==> src/rtl/tick_gen.sv <==
// tick_gen: programmable microsecond tick with a cascaded millisecond tick.
// Latency: tick_us is registered and asserts on the div_cur-th enabled edge of
//          each period; tick_ms asserts together with every MS_DIV-th tick_us.
// Backpressure: none. en gates counting, clr restarts both counters, and a
//          newly loaded divisor only takes effect at a period boundary or while idle.
// Optional: define TICK_GEN_SQW_EN to add the sqw square-wave output.
module tick_gen #(
    parameter int DIV_W    = 16,
    parameter int DIV_INIT = 50,
    parameter int MS_W     = 10,
    parameter int MS_DIV   = 1000
) (
    input  logic             clk,
    input  logic             rst,
    input  logic             en,
    input  logic             clr,
    input  logic             div_load,
    input  logic [DIV_W-1:0] div_val,
    output logic             tick_us,
    output logic             tick_ms,
    output logic [DIV_W-1:0] div_cur
`ifdef TICK_GEN_SQW_EN
    ,
    output logic             sqw
`endif
);

    localparam logic [DIV_W-1:0] DIV_RST = DIV_W'(DIV_INIT);
    localparam logic [DIV_W-1:0] DIV_MIN = DIV_W'(2);
    localparam logic [DIV_W-1:0] DIV_ONE = DIV_W'(1);
    localparam logic [MS_W-1:0]  MS_LAST = MS_W'(MS_DIV - 1);
    localparam logic [MS_W-1:0]  MS_ONE  = MS_W'(1);

    logic [DIV_W-1:0] pre_cnt;
    logic [DIV_W-1:0] div_pend;
    logic [DIV_W-1:0] div_clamp;
    logic [MS_W-1:0]  ms_cnt;
    logic             pend_vld;
    logic             wrap;
    logic             apply;

    // Period boundary detect, divisor hand-over point and load clamping.
    // A pending divisor is only swapped in at a wrap or while idle, so the
    // period in flight always completes with the divisor it started with.
    always_comb begin
        wrap      = en && !clr && (pre_cnt == (div_cur - DIV_ONE));
        apply     = pend_vld && !clr && (!en || wrap);
        div_clamp = (div_val < DIV_MIN) ? DIV_MIN : div_val;
    end

    // Prescaler and millisecond cascade counters with their tick strobes.
    always_ff @(posedge clk or posedge rst) begin
        if (rst) begin
            pre_cnt <= '0;
            ms_cnt  <= '0;
            tick_us <= 1'b0;
            tick_ms <= 1'b0;
        end else if (clr) begin
            pre_cnt <= '0;
            ms_cnt  <= '0;
            tick_us <= 1'b0;
            tick_ms <= 1'b0;
        end else if (!en) begin
            tick_us <= 1'b0;
            tick_ms <= 1'b0;
        end else if (wrap) begin
            pre_cnt <= '0;
            tick_us <= 1'b1;
            if (ms_cnt == MS_LAST) begin
                ms_cnt  <= '0;
                tick_ms <= 1'b1;
            end else begin
                ms_cnt  <= ms_cnt + MS_ONE;
                tick_ms <= 1'b0;
            end
        end else begin
            pre_cnt <= pre_cnt + DIV_ONE;
            tick_us <= 1'b0;
            tick_ms <= 1'b0;
        end
    end

    // Divisor staging: a load always lands in div_pend (last one wins) and
    // re-arms pend_vld even on the same edge an older value is applied.
    always_ff @(posedge clk or posedge rst) begin
        if (rst) begin
            div_cur  <= DIV_RST;
            div_pend <= DIV_RST;
            pend_vld <= 1'b0;
        end else begin
            if (apply) begin
                div_cur <= div_pend;
            end
            if (div_load) begin
                div_pend <= div_clamp;
                pend_vld <= 1'b1;
            end else if (apply) begin
                pend_vld <= 1'b0;
            end
        end
    end

`ifdef TICK_GEN_SQW_EN
    // Square wave toggles on every edge that raises tick_us.
    always_ff @(posedge clk or posedge rst) begin
        if (rst) begin
            sqw <= 1'b0;
        end else if (clr) begin
            sqw <= 1'b0;
        end else if (wrap) begin
            sqw <= ~sqw;
        end
    end
`endif

endmodule

==> config.mk <==
export PLATFORM = sky130hd
export DESIGN_NAME = tick_gen
export DESIGN_NICKNAME = d
export VERILOG_FILES = /design/src/rtl/tick_gen.sv
export SDC_FILE = /design/constraint.sdc
export NUM_CORES = 1
export LEC_CHECK = 0
export ABC_AREA = 1
export ABC_CLOCK_PERIOD_IN_PS = 2900
export BUFFER_PORTS_ARGS = -buffer_cell sky130_fd_sc_hd__buf_4
export CORE_ASPECT_RATIO = 0.8
export CORE_UTILIZATION = 45
export CTS_CLUSTER_SIZE = 10
export DETAILED_ROUTE_END_ITERATION = 12
export GPL_ROUTABILITY_DRIVEN = 0
export PLACE_DENSITY = 0.72
export SETUP_SLACK_MARGIN = 0.1
export SLEW_MARGIN = 20
export SYNTH_ARGS = -nofsm -noshare
export SYNTH_HDL_FRONTEND = slang
export SYNTH_SLANG_ARGS = --single-unit
==> constraint.sdc <==
create_clock -name clk -period 2.9 [get_ports clk]
set_input_delay 0.58 -clock clk [delete_from_list [all_inputs] [get_ports clk]]
set_output_delay 0.58 -clock clk [all_outputs]
set_load 0.02 [all_outputs]
==> After elaboration in Yosys (flattened, before gate mapping) <==
Cells that the tools add are included.
{ "op_classes": {"n_reduce_logical": 11, "n_mux": 17, "eq_ne": 2, "n_lt_le_gt_ge": 1, "addsub": 3} }
{ "ops": {"columns": ["cell", "count"], "rows": [
  ["$mux W16", 4],
  ["$mux W10", 4],
  ["$add A16 B1 Y16 const B", 1],
  ["$eq A16 B16 Y1", 1],
  ["$lt A16 B2 Y1 const B", 1],
  ["$sub A16 B1 Y16 const B", 1],
  ["$add A10 B1 Y10 const B", 1],
  ["$eq A10 B10 Y1 const B", 1],
  ["$mux W1", 9],
  ["$reduce_bool A2 Y1", 3],
  ["$logic_and A1 B1 Y1", 4],
  ["$logic_not A1 Y1", 2],
  ["$reduce_and A2 Y1", 1],
  ["$logic_or A1 B1 Y1", 1]
]} }
{ "totals": {"in_bits": 21, "wordCells": 41, "regBits": 61} }

==> Longest topological paths before layout <==
Gate-level depths: netlist (run 1).
{ "logic_depth": {"depth_word": 7, "depth_mapped": 17, "depth_no_buf": 16} }

==> Worst setup path after synthesis (run 1) <==
No wires, ideal clock.
{ "synth_timing": {"path_type": "register -> register", "start": "register div_cur[0]", "end": "register div_cur[6]", "path_slack_ns": 0.714, "setup_time_ns": 0.118, "required_time_ns": 2.782, "n_path_buf": 1, "stages_incl_launch_ff": 15, "synth_period_minus_slack_ns": 2.186, "arrival_ns": 2.068, "path_cell_list": "dfrtp_1 -> inv_1 -> ha_1 -> nand2_1 -> nor2_1 -> nand3_1 -> nand3_1 -> nand2_1 -> nor3_2 -> nand3_4 -> nand2_4 -> nand2_4 -> buf_6 -> nand2_1 -> nand2_1"} }
{ "synth_between": {"elab_chain_len": 5} }
{ "synth_lines": {"columns": ["element", "line", "source"], "rows": [
  ["from (decl)", "21", "output logic [DIV_W-1:0] div_cur"],
  ["from (signal assigned)", "92", "div_cur <= div_pend;"],
  ["$sub A16 B1 Y16", "46", "wrap = en && !clr && (pre_cnt == (div_cur - DIV_ONE));"],
  ["$eq A16 B16 Y1", "46", null],
  ["$logic_and A1 B1 Y1", "46", null],
  ["$logic_or A1 B1 Y1", "47", "apply = pend_vld && !clr && (!en || wrap);"],
  ["$logic_and A1 B1 Y1", "47", null]
]} }
No other way between the ends.
A chain may end at the register's enable or synchronous reset.

==> Worst setup path after layout (run 1) <==
{ "layout_timing": {"start": "register div_cur[0]", "end": "register pend_vld"} }
{ "layout_between": {"elab_chain_len": 6} }
{ "layout_lines": {"columns": ["element", "line", "source"], "rows": [
  ["$sub A16 B1 Y16", "46", null],
  ["$eq A16 B16 Y1", "46", null],
  ["$logic_and A1 B1 Y1", "46", null],
  ["$logic_or A1 B1 Y1", "47", null],
  ["$logic_and A1 B1 Y1", "47", null],
  ["$reduce_bool A2 Y1 (no line)", null, null],
  ["to (signal assigned)", "89", "pend_vld <= 1'b0;"],
  ["to (signal assigned)", "96", "pend_vld <= 1'b1;"],
  ["to (signal assigned)", "98", "pend_vld <= 1'b0;"],
  ["to (decl)", "38", "logic pend_vld;"]
]} }
No other way between the ends.

==> flow_summary_export.csv, run 1 <==
group,metric,value,unit
clocking,clk_latency,0.34,ns
clocking,ctsHoldBuffers,0,
routing,wl_met2,3910,um
timing,rsz0062_at_grt,"no",
routing,route.detailed.drc,0,
floorplan,placeableCoreArea,0.00806,mm2
pwr,clkPwrFrac,0.328,
timing,layout_min_cycle_time,2.49,ns
job,cap_violations,0,
timing,finalSetupViolCount,0,
place,placed_cell_area,0.00418,mm2
synth,avgSynthCellArea,7.26,um2
clocking,cts_root_buffer,"clkbuf_8",
outcome,status,"complete, no violations",
pwr,finalPower,2.45,mW
clocking,cts_setup_buffers,0,
place,port_buffers,38,
setup_path,crit_path_max_fanout,17,
routing,dr_wl_met3,448,um
pwr,p_per_area,558,mW/mm2
synth,synthCells,521,
setup_path,critPathMaxStageDelay,0.41,ns
layout,layout_common_cells,"nand2_1, nand3_1, dfrtp_1, inv_1, nor2_1",
clocking,cts_tree,"built",
floorplan,ios,39,
pwr,intPower,1.62,mW
timing,max_freq,401,MHz
setup_path,critPathTopFamily,"simple AND/OR/NAND/NOR gates",
place,pre_cts_ws,0.481,ns
routing,final_antenna_net_count,0,
floorplan,start_util,0.470,
routing,viasPerCell,5.12,
routing,wl_per_cell,13.3,um
layout,syn2layout_area_growth,16.2,%
synth,synthMuxAreaShare,0,
layout,layout_commonest_cell,"nand2_1",
floorplan,die_width,105,um
setup_path,r2r-start,"div_cur[0]",
synth,synth_xor_area_frac,0.0741,
global_route,grt_first_pass_wirelength,15500,um
layout,fin_util,0.546,
timing,worstMarginPinSlew,0.883,ns
synth,ys_seq_elements,61,
pwr,netSwitchingPower,833,uW
setup_path,cp.buffers_inverters,1,
synth,synth.yosys.warnings,0,
setup_path,endpoint_kind,"flip-flop",
timing,setup_slack,0.406,ns
layout,antennaDiodeCount,0,
synth,synth.cell_area,0.00378,mm2
clocking,clock_path_buffers,2,
setup_path,cp_slowest_cell,"dfrtp_1",
synth,syn-num-nets,545,
global_route,grt_use_total,0.223,
synth,synth_top_family_by_area,"simple AND/OR/NAND/NOR gates",
routing,vias,3458,
clocking,cts_buffers,9,
routing,firstDrtPassIters,4,
floorplan,die_area,0.00878,mm2
timing,setup_tns,0,ns
routing,top_layer,"met4",
place,dp_cells,659,
layout,drive_gt1_frac,0.146,
pwr,power_leakage,2.20,nW
clocking,cts_max_level,3,
global_route,grt_antenna_before_repair,0,
layout,fin_area,0.00440,mm2
pwr,peakVddDrop,255,uV
synth,synth_simple_gate_area_frac,0.404,
setup_path,r2r_setup_slack,0.41,ns
setup_path,start_kind,"flip-flop",
timing,layout_worst_path_cycle_share,0.860,
global_route,grt_pass1_vias,3284,
setup_path,required,3.12,ns
setup_path,cpMostUsedCell,"nand2_1",
setup_path,reg2reg_depth,13,
timing,drv_slew,0,
clocking,cts.sinks,61,
timing,skew,0.00551,ns
clocking,clk_pin_slew,0.07,ns
global_route,grt_max_degree,34,
synth,ys_seq_area_frac,0.406,
pwr,pwr-share-seq,0.415,
setup_path,r2r_end,"pend_vld",
routing,drt-initial-drc-count,160,
timing,hold_ws,0.370,ns
setup_path,arrival,2.71,ns
pwr,p_sw_frac,0.339,
layout,finalNonFillerCells,675,
routing,met1_length,4550,um
synth,ys_types,34,
global_route,overflow,0,
synth,synthAdderAreaFrac,0.00992,
hold_path,worstHoldPathType,"primary input to async pin",
layout,nNetsFinal,586,
floorplan,row_count,29,
clocking,cts-resized-gates,0,
routing,routed_wirelength,8980,um
synth,synth-compound-area-share,0.0370,
floorplan,die_y,84,um
setup_path,critical_path_class,"flip-flop to flip-flop",
pwr,p_comb_frac,0.258,
timing,hold_viol_final,0,
setup_path,cp_cell_sequence,"inv_1, ha_1, nand2_1, nor2_1, nand3_1, nand3_1, nand2_1, nor3_2, nand3_4, nand2_4, nand2_4, nand2_1, nand2_1",
timing,maxSlewHeadroom,0.407,
place,hpwl,6780,um
-- sequential cells by signal, summed over array words and instances (netlist names) --
name,cells
div_pend,16
tick_ms,1
tick_us,1
div_cur,16
ms_cnt,10
pend_vld,1
pre_cnt,16
-- metal layers --
| metal | vias to the layer above | global-route usage |
|---|---|---|
| li1 | 1748 | - |
| met1 | 1639 | 0.313 |
| met2 | 64 | 0.332 |
| met3 | 7 | 0.0671 |
| met4 | 0 | 0.0636 |
| met5 | - | 0 |
-- synthesized netlist by cell type --
cell / number / area (um2)
a21oi_1: 4 / 20.0
and2_1: 1 / 6.26
buf_2: 1 / 5.00
buf_4: 1 / 7.51
buf_6: 2 / 22.5
clkbuf_1: 9 / 33.8
clkinv_1: 1 / 3.75
dfrtp_1: 55 / 1380
dfstp_2: 6 / 158
ha_1: 3 / 37.5
inv_1: 51 / 191
nand2_1: 167 / 627
nand2_2: 3 / 18.8
nand2_4: 2 / 22.5
nand3_1: 59 / 295
nand3_4: 1 / 17.5
nand3b_1: 11 / 82.6
nand4_1: 11 / 68.8
nor2_1: 48 / 180
nor2_2: 7 / 43.8
nor2_4: 1 / 11.3
nor2_8: 1 / 20.0
nor3_1: 12 / 60.1
nor3_2: 1 / 10.0
nor3_4: 1 / 16.3
nor3b_1: 2 / 15.0
nor4_1: 4 / 25.0
o21a_1: 1 / 7.51
o21ai_0: 20 / 100
o21ai_1: 1 / 5.00
o21bai_1: 1 / 7.51
or2_2: 1 / 6.26
xnor2_1: 5 / 43.8
xor2_1: 27 / 236
-- cell type report --
class	instances	area, um2
sequential	61	1530
clock buffer	13	169
clock inverter	3	42.5
fill	802	3660
inverter	52	195
tap	108	135
timing repair buffer	43	335
multi-input combinational	395	1980
-- worst max path at each step --
stage	from	to	slack [ns]	depth (start not counted)
after global placement	div_cur[0]	pend_vld	0.55	13
after global routing	div_cur[1]	pend_vld	0.20	12
after CTS	div_cur[0]	pend_vld	0.44	13
after floorplan	div_cur[0]	div_cur[6]	0.71	14
after detailed placement	div_cur[0]	pend_vld	0.48	13
final	div_cur[0]	pend_vld	0.41	13
-- cells by family (layout without fill, tap and decap cells) --
group	after synthesis	after routing
fa+ha+maj	3	3
buf+inv	65	111
xor+xnor	32	32
simple gates	333	333
flops	61	61
compound gates	27	27
-- power groups by stage --
stage	clock (mW)	sequential [mW]	combinational [mW]
floorplan	0	1.05	0.412
global placement	0	1.03	0.614
detailed placement	0	1.03	0.627
CTS	0.817	1.02	0.631
global route	0.859	1.03	0.716
finish	0.804	1.02	0.632
-- worst register-to-register path, stage by stage (launching register included) --
cell     delay (ns)
dfrtp_1        0.41
inv_1          0.12
ha_1           0.24
nand2_1        0.12
nor2_1         0.21
nand3_1        0.13
nand3_1        0.10
nand2_1        0.06
nor3_2         0.29
nand3_4        0.17
nand2_4        0.20
nand2_4        0.17
nand2_1        0.09
nand2_1        0.06
No activity file was read; power rests on OpenSTA's default activity.
==> inputs of run 2 (changes only) <==
--- a/config.mk
+++ b/config.mk
@@ -8,7 +8,7 @@
 export ABC_AREA = 1
 export ABC_CLOCK_PERIOD_IN_PS = 2900
 export BUFFER_PORTS_ARGS = -buffer_cell sky130_fd_sc_hd__buf_4
-export CORE_ASPECT_RATIO = 0.8
+export CORE_ASPECT_RATIO = 0.9
 export CORE_UTILIZATION = 45
 export CTS_CLUSTER_SIZE = 10
 export DETAILED_ROUTE_END_ITERATION = 12
==> run 2 against run 1 <==
Sequential cell count stayed put. Die area about the same. First-iteration DRC count up 41%. Fmax is 1.5% lower. Clock skew increased by 0.0011 ns. Utilization fell by 1.1 points. Critical path depth down 2. Global-route usage is 0.11 points lower. Clock power is 16% lower. Highest routed layer unchanged. Cell count down 1.5%.
==> flow_summary_export.csv, run 2 (synthesis results as in run 1) <==
group,metric,value,unit
routing,routed_wirelength,8970,um
clocking,clk_pin_slew,0.07,ns
pwr,p_per_area,535,mW/mm2
clocking,cts_root_buffer,"clkbuf_8",
setup_path,crit_path_max_fanout,7,
floorplan,die_width,98.6,um
global_route,grt_use_total,0.222,
clocking,cts_max_level,3,
layout,fillers,773,
hold_path,worstHoldPathType,"primary input to async pin",
layout,layout_common_cells,"nand2_1, nand3_1, dfrtp_1, inv_1, nor2_1",
clocking,cts_setup_buffers,0,
setup_path,cp_cell_sequence,"inv_1, ha_1, nand2_2, nor2_2, xor2_1, nand2_1, nor3b_1, nand4_1, buf_4, nand3_1, nand2_1",
clocking,clk_latency,0.34,ns
routing,vias,3474,
job,cap_violations,0,
timing,worstMarginPinSlew,0.876,ns
global_route,overflow,0,
timing,finalSetupViolCount,0,
setup_path,critical_path_class,"flip-flop to flip-flop",
timing,rsz0062_at_grt,"no",
routing,wl_per_cell,13.5,um
setup_path,arrival,2.76,ns
global_route,grt_pass1_vias,3255,
global_route,grt_max_degree,27,
global_route,grt_first_pass_wirelength,15100,um
place,port_buffers,38,
floorplan,die_area,0.00878,mm2
place,hpwl,6890,um
floorplan,row_count,31,
global_route,grt_antenna_before_repair,0,
timing,setup_tns,0,ns
layout,regArea,0.00153,mm2
clocking,cts_buffers,9,
setup_path,required,3.12,ns
clocking,cts_tree,"built",
routing,drt-initial-drc-count,226,
routing,firstDrtPassIters,5,
setup_path,start_kind,"flip-flop",
timing,skew,0.00664,ns
timing,hold_viol_final,0,
timing,drv_slew,0,
setup_path,reg2reg_depth,11,
setup_path,cpMostUsedCell,"nand2_1",
layout,syn2layout_area_growth,14.7,%
pwr,power_leakage,2.17,nW
pwr,peakVddDrop,361,uV
layout,drive_gt1_frac,0.147,
setup_path,endpoint_kind,"flip-flop",
layout,multi_input_area,0.00199,mm2
floorplan,placeableCoreArea,0.00811,mm2
timing,layout_worst_path_cycle_share,0.873,
layout,reg.largest.list,"div_cur x16, div_pend x16, pre_cnt x16",
clocking,ctsHoldBuffers,0,
timing,maxSlewHeadroom,0.412,
outcome,status,"complete, no violations",
clocking,cts.sinks,61,
setup_path,critPathMaxStageDelay,0.42,ns
setup_path,cp_slowest_cell,"dfrtp_1",
routing,viasPerCell,5.22,
timing,layout_min_cycle_time,2.53,ns
floorplan,ios,39,
layout,antennaDiodeCount,0,
floorplan,die_y,89.0,um
clocking,cts-resized-gates,0,
layout,fin_util,0.535,
routing,final_antenna_net_count,0,
floorplan,start_util,0.467,
layout,layout_commonest_cell,"nand2_1",
timing,max_freq,395,MHz
routing,route.detailed.drc,0,
clocking,clock_path_buffers,2,
layout,nNetsFinal,585,
==> run 2: cell types whose count changed in the layout (fill, tap and decap cells not counted), sizes merged <==
cell / change
clkinv: +3
bufinv: -1
buf: -1
clkbuf: -3
clkinvlp: +1
==> run 2: path summary, 6_finish.rpt <==
| check | start | endpoint | slack [ns] |
|---|---|---|---|
| worst max-delay path | div_cur[0] | ms_cnt[8] | 0.37 |
| worst min-delay path | rst | ms_cnt[4] | 0.30 |
| worst max register to register | div_cur[0] | ms_cnt[8] | 0.37 |
| worst min register to register | div_pend[5] | div_pend[5] | 0.47 |
| max in group asynchronous | rst | div_pend[1] | 1.89 |
| min in group clk | div_val[14] | div_pend[14] | 0.45 |
==> run 2: where the power goes <==
group          total (mW)  switching (mW)  internal, mW
clock               0.676           0.346         0.330
sequential           1.03           0.103         0.925
combinational       0.619           0.391         0.228
==> run 2: cell type report <==
type                            count  share of cell area
Sequential cell                    61               0.354
Timing Repair Buffer               42              0.0727
Inverter                           52              0.0450
Multi-Input combinational cell    395               0.459
Clock buffer                       10              0.0317
Clock inverter                      6             0.00894
Tap cell                           99              0.0286
==> run 2: critical path, delay by kind of cell (launching register included) <==
kind / cells / cell delay, ns
xor+xnor: 1 / 0.24
fa+ha+maj: 1 / 0.24
buf+inv: 2 / 0.41
flops: 1 / 0.42
simple gates: 7 / 1.12
==> run 2: metrics by stage <==
step                      instances  hold slack (ns)  setup WS (ns)  cell area, um2  total power [mW]
after floorplan                 521            0.442          0.714            3780              1.46
after global placement          649            0.456          0.362            4150              1.65
after detailed placement        649            0.454          0.338            4150              1.66
after CTS                       665            0.310          0.325            4330              2.34
after global routing            665            0.332          0.108            4340              2.47
final                           665            0.300          0.368            4340              2.32
==> run 2: per-layer routing <==
layer / track usage / vias up / wire [um]
met2: 0.353 / 80 / 4030
met4: 0.100 / 0 / 165
met5: 0 / - / 0
met3: 0.0321 / 12 / 329
met1: 0.307 / 1630 / 4440
li1: - / 1752 / -
